$ cat config.mk
export PLATFORM = sky130hd
export DESIGN_NAME = memory_arbiter
export DESIGN_NICKNAME = d
export VERILOG_FILES = /design/src/rtl/memory_arbiter_pkg.sv /design/src/rtl/rr_pick2.sv /design/src/rtl/memory_arbiter.sv
export SDC_FILE = /design/constraint.sdc
export NUM_CORES = 1
export LEC_CHECK = 0
export CAP_MARGIN = 20
export CELL_PAD_IN_SITES_DETAIL_PLACEMENT = 2
export CELL_PAD_IN_SITES_GLOBAL_PLACEMENT = 2
export CORE_MARGIN = 4
export CORE_UTILIZATION = 24
export CTS_CLUSTER_DIAMETER = 100
export DETAILED_ROUTE_END_ITERATION = 7
export PLACE_DENSITY = 0.77
export RECOVER_POWER = 25
export SETUP_SLACK_MARGIN = 0.15
export SYNTH_ARGS = -nofsm -noshare
export SYNTH_HDL_FRONTEND = slang
export SYNTH_SLANG_ARGS = --single-unit
$ cat constraint.sdc
create_clock -name clk -period 1.7 [get_ports clk]
set_clock_uncertainty 0.05 [all_clocks]
set_input_delay 0.425 -clock clk [delete_from_list [all_inputs] [get_ports clk]]
set_output_delay 0.425 -clock clk [all_outputs]
set_load 0.005 [all_outputs]
$ cat src/rtl/memory_arbiter_pkg.sv
// Shared types and constants for the two-port memory arbiter.
package memory_arbiter_pkg;

    localparam int unsigned ADDR_W = 8;
    localparam int unsigned DATA_W = 8;

    localparam logic PORT_CPU    = 1'b0;
    localparam logic PORT_LOADER = 1'b1;

    typedef enum logic [1:0] {
        IDLE,
        ISSUE,
        RESP
    } state_e;

endpackage

$ cat src/rtl/rr_pick2.sv
// Combinational two-way picker: round-robin when FAIR, else port 0 priority.
module rr_pick2
    import memory_arbiter_pkg::*;
#(
    parameter bit FAIR = 1'b1
) (
    input  logic valid0,
    input  logic valid1,
    input  logic last_grant,
    output logic grant,
    output logic any_valid
);

    always_comb begin
        grant     = PORT_CPU;
        any_valid = valid0 | valid1;
        if (valid0 && valid1) begin
            grant = FAIR ? ~last_grant : PORT_CPU;
        end else if (valid1) begin
            grant = PORT_LOADER;
        end
    end

endmodule

$ cat src/rtl/memory_arbiter.sv
// Serialises two masters onto the single get/set port of the shared 256x8 memory
// and steers read data back to the granted port with a one-cycle rvalid pulse.
module memory_arbiter
    import memory_arbiter_pkg::*;
#(
    parameter bit FAIR = 1'b1
) (
    input  logic              clk,
    input  logic              rst_n,
    input  logic              req0_valid,
    input  logic              req0_write,
    input  logic [ADDR_W-1:0] req0_addr,
    input  logic [DATA_W-1:0] req0_wdata,
    output logic              req0_ready,
    output logic              req0_rvalid,
    output logic [DATA_W-1:0] req0_rdata,
    input  logic              req1_valid,
    input  logic              req1_write,
    input  logic [ADDR_W-1:0] req1_addr,
    input  logic [DATA_W-1:0] req1_wdata,
    output logic              req1_ready,
    output logic              req1_rvalid,
    output logic [DATA_W-1:0] req1_rdata,
    output logic [ADDR_W-1:0] mem_addr,
    output logic [DATA_W-1:0] mem_val,
    output logic              mem_get,
    output logic              mem_set,
    input  logic [DATA_W-1:0] mem_out,
    output logic              grant_id
);

    state_e              state_q, state_d;
    logic                last_grant_q, last_grant_d;
    logic                grant_q, grant_d;
    logic [ADDR_W-1:0]   mem_addr_q, mem_addr_d;
    logic [DATA_W-1:0]   mem_val_q, mem_val_d;
    logic                mem_get_q, mem_get_d;
    logic                mem_set_q, mem_set_d;
    logic                ready0_q, ready0_d, ready1_q, ready1_d;
    logic                rvalid0_q, rvalid0_d, rvalid1_q, rvalid1_d;
    logic [DATA_W-1:0]   rdata0_q, rdata0_d, rdata1_q, rdata1_d;
    logic                pick_grant, pick_any;

    rr_pick2 #(.FAIR(FAIR)) u_pick (
        .valid0     (req0_valid),
        .valid1     (req1_valid),
        .last_grant (last_grant_q),
        .grant      (pick_grant),
        .any_valid  (pick_any)
    );

    always_comb begin
        state_d      = state_q;
        last_grant_d = last_grant_q;
        grant_d      = grant_q;
        mem_addr_d   = mem_addr_q;
        mem_val_d    = mem_val_q;
        mem_get_d    = 1'b0;
        mem_set_d    = 1'b0;
        ready0_d     = 1'b0;
        ready1_d     = 1'b0;
        rvalid0_d    = 1'b0;
        rvalid1_d    = 1'b0;
        rdata0_d     = rdata0_q;
        rdata1_d     = rdata1_q;
        case (state_q)
            IDLE: begin
                if (pick_any) begin
                    state_d      = ISSUE;
                    grant_d      = pick_grant;
                    last_grant_d = pick_grant;
                    if (pick_grant == PORT_LOADER) begin
                        mem_addr_d = req1_addr;
                        mem_val_d  = req1_wdata;
                        mem_set_d  = req1_write;
                        mem_get_d  = ~req1_write;
                        ready1_d   = 1'b1;
                    end else begin
                        mem_addr_d = req0_addr;
                        mem_val_d  = req0_wdata;
                        mem_set_d  = req0_write;
                        mem_get_d  = ~req0_write;
                        ready0_d   = 1'b1;
                    end
                end
            end
            // mem_set_q still records whether the issued op was a write.
            ISSUE: state_d = mem_set_q ? IDLE : RESP;
            RESP: begin
                state_d = IDLE;
                if (grant_q == PORT_LOADER) begin
                    rdata1_d  = mem_out;
                    rvalid1_d = 1'b1;
                end else begin
                    rdata0_d  = mem_out;
                    rvalid0_d = 1'b1;
                end
            end
            default: state_d = IDLE;
        endcase
    end

    always_ff @(posedge clk or negedge rst_n) begin
        if (!rst_n) begin
            state_q      <= IDLE;
            last_grant_q <= PORT_LOADER;
            grant_q      <= PORT_CPU;
            mem_addr_q   <= '0;
            mem_val_q    <= '0;
            mem_get_q    <= 1'b0;
            mem_set_q    <= 1'b0;
            ready0_q     <= 1'b0;
            ready1_q     <= 1'b0;
            rvalid0_q    <= 1'b0;
            rvalid1_q    <= 1'b0;
            rdata0_q     <= '0;
            rdata1_q     <= '0;
        end else begin
            state_q      <= state_d;
            last_grant_q <= last_grant_d;
            grant_q      <= grant_d;
            mem_addr_q   <= mem_addr_d;
            mem_val_q    <= mem_val_d;
            mem_get_q    <= mem_get_d;
            mem_set_q    <= mem_set_d;
            ready0_q     <= ready0_d;
            ready1_q     <= ready1_d;
            rvalid0_q    <= rvalid0_d;
            rvalid1_q    <= rvalid1_d;
            rdata0_q     <= rdata0_d;
            rdata1_q     <= rdata1_d;
        end
    end

    assign req0_ready  = ready0_q;
    assign req1_ready  = ready1_q;
    assign req0_rvalid = rvalid0_q;
    assign req1_rvalid = rvalid1_q;
    assign req0_rdata  = rdata0_q;
    assign req1_rdata  = rdata1_q;
    assign mem_addr    = mem_addr_q;
    assign mem_val     = mem_val_q;
    assign mem_get     = mem_get_q;
    assign mem_set     = mem_set_q;
    assign grant_id    = grant_q;

endmodule

# Word-level counts from Yosys, hierarchy flattened
# Index checks and enable logic that the tools add are counted.
# totals
register_bits	42
input_bits	46
out_inout_bits	39
word_cells	49
# classes
eq_ne	3
muxes	23
bitwise	5
n_reduce_logical	5
# ops
cell	n
2-to-1 mux 1 bit	18
2-to-1 mux 8 bit	2
AND reduction 2 bit	3
2-to-1 mux 2 bit	2
NOT 1 bit	4
case mux 2 bit (2 select lines)	1
equality test 2 x 1 -> 1 bit, second input constant	1
equality test 2 bit, second input constant	1
logical NOT 2 bit	1
!= test 2 bit, second input constant	1
logical AND 1 bit	1
bitwise OR 1 bit	1

# Longest topological paths before layout
# Gate-level depths: netlist of run 1.
# depth
ltp_word	5
ltp_mapped	5
ltp_nobuf	4

# By module
# A second synthesis of run 1 with hierarchy kept.
# hier_totals
hier_cells	110
area_unflattened_um2	1775.5
# modules_own_cells
module	instances	cells_each	area_each_um2	seq_area_each_um2
memory_arbiter	1	108	1761.7	1052.3
rr_pick2	1	2	13.8	0.0

# Least setup slack after synthesis of run 1
# No wires, ideal clock.
# synth_path
path_type	in2reg
startpoint	input req1_valid
endpoint	register mem_addr_q[0] (netlist: mem_addr[0])
setup_ns	0.126
arrival_ns	1.323
required_time_ns	1.524
slack_ns	0.201
cell_stages	5
n_path_buf	2
cell_sequence	or2_1 buf_6 nor3b_4 buf_6 a221o_1
# synth_via
elab_chain_cells	3
word_cells_on_any_way	6
classes_between	mux: 3; bitwise: 1; reduce/logical: 2
# synth_lines
item	line_no	rtl
start, declared	memory_arbiter.sv:17	input logic req1_valid,
2-to-1 mux 1 bit / logical AND 1 bit (equally long branches)	rr_pick2.sv:19, rr_pick2.sv:17	
2-to-1 mux 1 bit	rr_pick2.sv:17	if (valid0 && valid1) begin
2-to-1 mux 8 bit	memory_arbiter.sv:72	if (pick_grant == PORT_LOADER) begin
end signal, assigned	memory_arbiter.sv:122	mem_addr_q <= mem_addr_d;
end, declared	memory_arbiter.sv:35	logic [ADDR_W-1:0] mem_addr_q, mem_addr_d;
# Parallel ways exist; a longest one is shown, timed or not.
# A chain may end at the register's enable or synchronous reset.

# Worst setup path in the final report of run 1
# layout_path
startpoint	register mem_val_q[3] (netlist: mem_val[3])
endpoint	output mem_val[3]
# layout_lines
item	line_no	rtl
start, declared	memory_arbiter.sv:36	logic [DATA_W-1:0] mem_val_q, mem_val_d;
start signal, assigned	memory_arbiter.sv:123	mem_val_q <= mem_val_d;
end, declared	memory_arbiter.sv:25	output logic [DATA_W-1:0] mem_val,
# No word-level cell between the ends.

==> results.yml, run 1 <==
timing:
  setup_tns_ns: 0
  min_period_ns: 1.44
  finalCritPeriodShare_pct: 84.6
  setup_slack_ns: 0.262
  worst_slew_margin_rel_pct: 35.3
  count_of_endpoints_failing_setup_in_the_final_report: 0
  max_clock_freq_mhz: 696
  worst-slew-pin-transition_ns: 0.971
  final-hold-violation-count: 0
  maxSlewViolCount: 0
  rsz0062_at_grt: "false"
cells_and_area:
  layout.filler_cells: 723
  antennaDiodeCount: 0
  mostFrequentLayoutCell: "clkdlybuf4s50_1"
  final_core_util_pct: 41.7
  layout_common_cells: "clkdlybuf4s50_1 (42), dfrtp_1 (41), dlygate4sd2_1 (40)"
  syn2layout_area_growth_pct: 68.2
  design.final.nets: 267
  layoutNonFillerInstCount: 318
  layout-drive-gt1-share_pct: 22.5
yosys:
  post_synth_inst_count: 120
  syn-mean-instance-area_um2: 14.1
  synth-seq-area-share_pct: 62.1
  syn_area_um2: 1700
  post_synthesis_sequential_element_count: 42
  synth_warnings: 0
  synth.lib_cells_used.distinct: 21
  total_nets_after_synthesis: 166
worst_hold_path:
  hold_path.class: "input port to async pin"
clock_network:
  cts.reportedPaths.clkPinSlew_ns: 0.08
  numCtsBuffers: 5
  cts_max_level: 2
  worst_skew_pair.late_latency_ns: 0.29
  clkSinkCount: 42
  clockBufferDepth: 2
  cts_root_buf: "clkbuf_8"
  cts_tree: "done"
  cts_hold_buffers: 0
global_routing:
  grt.total_usage_pct: 12.4
  grt_pass1_vias: 1565
  total_overflow_reported_by_the_global_router: 0
  global_route_wire_length_before_repair_um: 8190
  grt_max_degree: 27
  initial_antenna_violation_count: 0
detailed_routing:
  wire_per_inst_um: 15.7
  total_detailed_routing_wirelength_um: 5010
  routed_via_density: 4.34
  drt-initial-drc-count: 35
  vias: 1381
  drt_pass1_iterations: 4
  ant_nets: 0
  drc: 0
floorplanning:
  die_area_um2: 8470
  starting_density_pct: 24.8
  num_io_pins: 85
  floorplan.core_area_um2: 6830
  die_h_um: 92.1
  floorplan.die.width_um: 92.1
  std_cell_rows: 30
worst_setup_path:
  cp_cell_sequence: "dlygate4sd2_1"
  crit_buf_inv: 1
  critical_path.endpoint_type: "output pin"
  path_max_fanout: 2
  setup.worst_path.class: "register to output pin"
  critPathTopFamily: "flip-flops"
  arrival_ns: 0.96
  biggest_cell_delay_along_the_critical_path_ns: 0.40
  timing.critical_path.slowest_stage_cell: "dfrtp_1"
  critical_path_required_ns: 1.22
  setup.worst_path.start_class: "register"
power_and_ir_drop:
  ir_worst_vdd_mv: 0.542
  power.density_cell_area_nw_per_um2: 1580
  finalPower_uw: 4510
  p_leak_uw: 0.00134
place:
  final_gp_congestion: 0.660
  post-dp-hpwl_um: 3780
  buffer_ports.inserted: 84
  place.detailed.instances: 303
  dp_worst_setup_slack_ns: -0.241
outcome:
  status: "finished, final reports clean"
flow_run:
  max_cap_violations: 0
-- layout make-up --
type	count	area [µm²]	area share, %
flip-flops and latches	42	1050	36.9
repair buffers	102	951	33.3
multi-input cells	68	611	21.4
well taps	96	120	4.21
clock buffers	8	110	3.86
inverters	2	7.51	0.263
-- through the flow --
stage | hold slack, ns | area (µm²)
after floorplan | 0.0794 | 1700
after global placement | 0.329 | 2710
after detailed placement | 0.331 | 2710
after CTS | 0.0172 | 2850
after global routing | 0.305 | 2850
final | 0.219 | 2850
-- repair_timing --
action                                 CTS  global route
pin swaps                                2             0
endpoints found under the hold margin    0             0
gates cloned                             0             0
buffers inserted                         7             0
gates resized for setup                 45             1
setup endpoints to repair               65             1
-- synthesized netlist by cell type (all sizes together) --
| cell | instances | area, µm² |
|---|---|---|
| inv | 2 | 7.51 |
| dfrtp | 41 | 1030 |
| a221o | 11 | 110 |
| a22o | 2 | 17.5 |
| mux2i | 6 | 60.1 |
| mux2 | 16 | 180 |
| a21oi | 10 | 50.1 |
| nand3b | 1 | 7.51 |
| or2 | 2 | 12.5 |
| clkbuf | 2 | 7.51 |
| dfstp | 1 | 26.3 |
| buf | 6 | 42.5 |
| a21boi | 1 | 18.8 |
| nor3b | 3 | 33.8 |
| nand2 | 1 | 6.26 |
| nor2 | 2 | 7.51 |
| and3 | 11 | 68.8 |
| and2 | 2 | 12.5 |
-- metal layers --
metal	track usage [%]	wire, µm	part of all wire, %
met5	0	0	0
met4	2.60	38	0.76
met3	4.02	309	6.2
met2	23.5	2720	54
met1	13.4	1940	39
-- sequential cells by signal, summed over array words and instances (netlist names) --
name and count:
grant_id 1, last_grant_q 1, mem_addr 8, mem_get 1, mem_set 1, mem_val 8
req0_rdata 8, req0_ready 1, req0_rvalid 1, req1_rdata 8, req1_ready 1, req1_rvalid 1
state_q 2
-- final timing paths --
kind / startpoint / endpoint / slack (ns) / cells after the start
min in group clk: mem_set$_DFF_PN0_ / state_q[1]$_DFFE_PN0P_ / 0.41 / 1
max in group asynchronous: rst_n / last_grant_q$_DFFE_PN1P_ / 0.66 / 2
setup / recovery: mem_val[3]$_DFFE_PN0P_ / mem_val[3] / 0.26 / 1
setup reg to reg: last_grant_q$_DFFE_PN1P_ / mem_addr[6]$_DFFE_PN0P_ / 0.26 / 4
hold reg to reg: mem_set$_DFF_PN0_ / state_q[1]$_DFFE_PN0P_ / 0.41 / 1
hold / removal: rst_n / req1_rdata[4]$_DFFE_PN0P_ / 0.22 / 1
-- power breakdown --
part / switching [µW] / internal, µW
registers: 253 / 1490
clock network: 322 / 410
logic: 820 / 1210
total: 1400 / 3110
-- kinds of logic (layout without fill, tap and decap cells) --
family | Yosys count | count (layout) | share of synthesized area [%]
DFF | 42 | 42 | 62.1
AOI/OAI and AO/OA | 24 | 24 | 11.6
muxes | 22 | 22 | 14.2
and+or+nand+nor | 22 | 22 | 8.78
buffers and inverters | 10 | 112 | 3.40
Note: power is estimated with default switching activity, not from simulation.
==> inputs of run 2 (changes only) <==
==> constraint.sdc (replaced) <==
create_clock -name clk -period 1.4 [get_ports clk]
set_clock_uncertainty 0.05 [all_clocks]
set_input_delay 0.35 -clock clk [delete_from_list [all_inputs] [get_ports clk]]
set_output_delay 0.35 -clock clk [all_outputs]
set_load 0.005 [all_outputs]
==> run 2 against run 1 <==
Against the previous run: the flow now finishes with violations (negative setup slack); die area unchanged; wire length increased by 40%; sequential share of layout area decreased by 3.4 points; power increased by 48%; hold slack improved by 0.24 ns; non-clock buffer count increased by 32; combinational power increased by 85%; register-to-register slack got worse by 0.36 ns.
==> results.yml, run 2 (synthesis results as in run 1) <==
detailed_routing:
  drc: 0
  total_detailed_routing_wirelength_um: 7030
  vias: 1598
  drt-initial-drc-count: 37
  routed_via_density: 4.57
  ant_nets: 0
  wire_per_inst_um: 20.1
  drt_pass1_iterations: 4
timing:
  final.hold.worst_slack_ns: 0.457
  maxSlewViolCount: 0
  min_period_ns: 1.50
  worst-slew-pin-transition_ns: 0.436
  worst_slew_margin_rel_pct: 71.0
  setup_tns_ns: -2.12
  count_of_endpoints_failing_setup_in_the_final_report: 33
  finalCritPeriodShare_pct: 107
  rsz0062_at_grt: "true"
  max_clock_freq_mhz: 667
  setup_slack_ns: -0.0984
  final-hold-violation-count: 0
outcome:
  status: "finished with violations"
  violations_in_the_final_reports: "negative setup slack"
clock_network:
  worst_skew_pair.late_latency_ns: 0.30
  numCtsBuffers: 5
  clockBufferDepth: 2
  cts.reportedPaths.clkPinSlew_ns: 0.09
  clkSinkCount: 42
  cts_tree: "done"
  cts_root_buf: "clkbuf_8"
  cts_max_level: 2
floorplanning:
  die_h_um: 92.1
  die_area_um2: 8470
  floorplan.die.width_um: 92.1
  std_cell_rows: 30
  starting_density_pct: 24.8
  num_io_pins: 85
  floorplan.core_area_um2: 6830
global_routing:
  grt_pass1_vias: 1724
  global_route_wire_length_before_repair_um: 9850
  total_overflow_reported_by_the_global_router: 0
  grt_max_degree: 29
  grt.total_usage_pct: 15.0
  initial_antenna_violation_count: 0
cells_and_area:
  design.final.nets: 300
  layout-drive-gt1-share_pct: 51.6
  antennaDiodeCount: 0
  postLayoutCellArea_um2: 3140
  syn2layout_area_growth_pct: 85.3
  mostFrequentLayoutCell: "clkdlybuf4s50_1"
  layout_common_cells: "clkdlybuf4s50_1 (42), dfrtp_1 (40), buf_2 (38)"
place:
  placement.cell_area_um2: 2730
  post-dp-hpwl_um: 4280
  final_gp_congestion: 0.718
  buffer_ports.inserted: 84
worst_setup_path:
  critical_path_required_ns: 1.53
  critPathLaunch: "state_q[0]$_DFFE_PN0P_"
  setup.worst_path.start_class: "register"
  reg2reg_from: "state_q[0]$_DFFE_PN0P_"
  path_max_fanout: 5
  setup.worst_path.class: "register to register"
  number_of_cells_on_the_worst_reg_to_reg_path: 5
  arrival_ns: 1.63
  critical_path.endpoint_type: "register"
worst_hold_path:
  hp-start: "req1_rdata[0]$_DFFE_PN0P_"
  hold_path.class: "register to register"
  holdPathStages: 1
power_and_ir_drop:
  p_leak_uw: 0.00149
  ir_worst_vdd_mv: 0.555
  power.density_cell_area_nw_per_um2: 2130
  finalPower_uw: 6690
flow_run:
  max_cap_violations: 0
run 2: cell types whose count changed in the layout (fill, tap and decap cells not counted), sizes merged, moves of 2 or more:
cell         previous run  this run
dlygate4sd2            40         1
clkinv                  0         2
buf                    18        87
clkbuf                  9         7
run 2: path summary, 6_finish.rpt:
kind | endpoint | slack [ns]
max in group asynchronous | state_q[1]$_DFFE_PN0P_ | 0.31
max reg2reg | req0_rdata[0]$_DFFE_PN0P_ | -0.1
min | req1_rdata[0]$_DFFE_PN0P_ | 0.46
min in group asynchronous | mem_get$_DFF_PN0_ | 0.47
max | req0_rdata[0]$_DFFE_PN0P_ | -0.1
min reg2reg | req1_rdata[0]$_DFFE_PN0P_ | 0.46
run 2: layout make-up:
| type | count | area, µm² |
|---|---|---|
| Clock buffer | 5 | 68.8 |
| Clock inverter | 2 | 10.0 |
| Fill cell | 690 | 3690 |
| Inverter | 2 | 11.3 |
| Multi-Input combinational cell | 69 | 709 |
| Sequential cell | 42 | 1050 |
| Tap cell | 96 | 120 |
| Timing Repair Buffer | 134 | 1170 |
run 2: repair_timing:
item / 4_1_cts / 5_1_grt
setup endpoints to repair: 77 / 54
buffers inserted: 21 / 12
endpoints found under the hold margin: 13 / 0
hold buffers: 1 / 0
cloned: 2 / 3
pin swaps: 6 / 7
resized for setup: 187 / 16
run 2: worst max-delay path, cell delays in order, from the launching register on:
cell and delay (ns):
dfrtp_1 0.43, buf_6 0.14, nor3b_4 0.20, buf_4 0.15, buf_8 0.12, mux2_4 0.30
run 2: stage by stage:
stage                     util, %  std cells  setup slack [ns]
after detailed placement     39.9        304            -0.481
after global placement       39.9        304            -0.424
after CTS                    42.8        335           -0.0766
final                        46.0        350           -0.0984
after global routing         46.0        350            -0.171
after floorplan                 -        120           -0.0239
run 2: report_power, final:
group          internal, µW  switching [µW]
combinational          2270            1480
sequential             1810             356
clock                   336             434
run 2: per-layer routing:
layer / share of wire (%) / global-route usage [%]
met5: 0 / 0
met4: 1.5 / 3.47
met3: 4.7 / 3.94
met2: 53 / 26.8
met1: 41 / 17.8
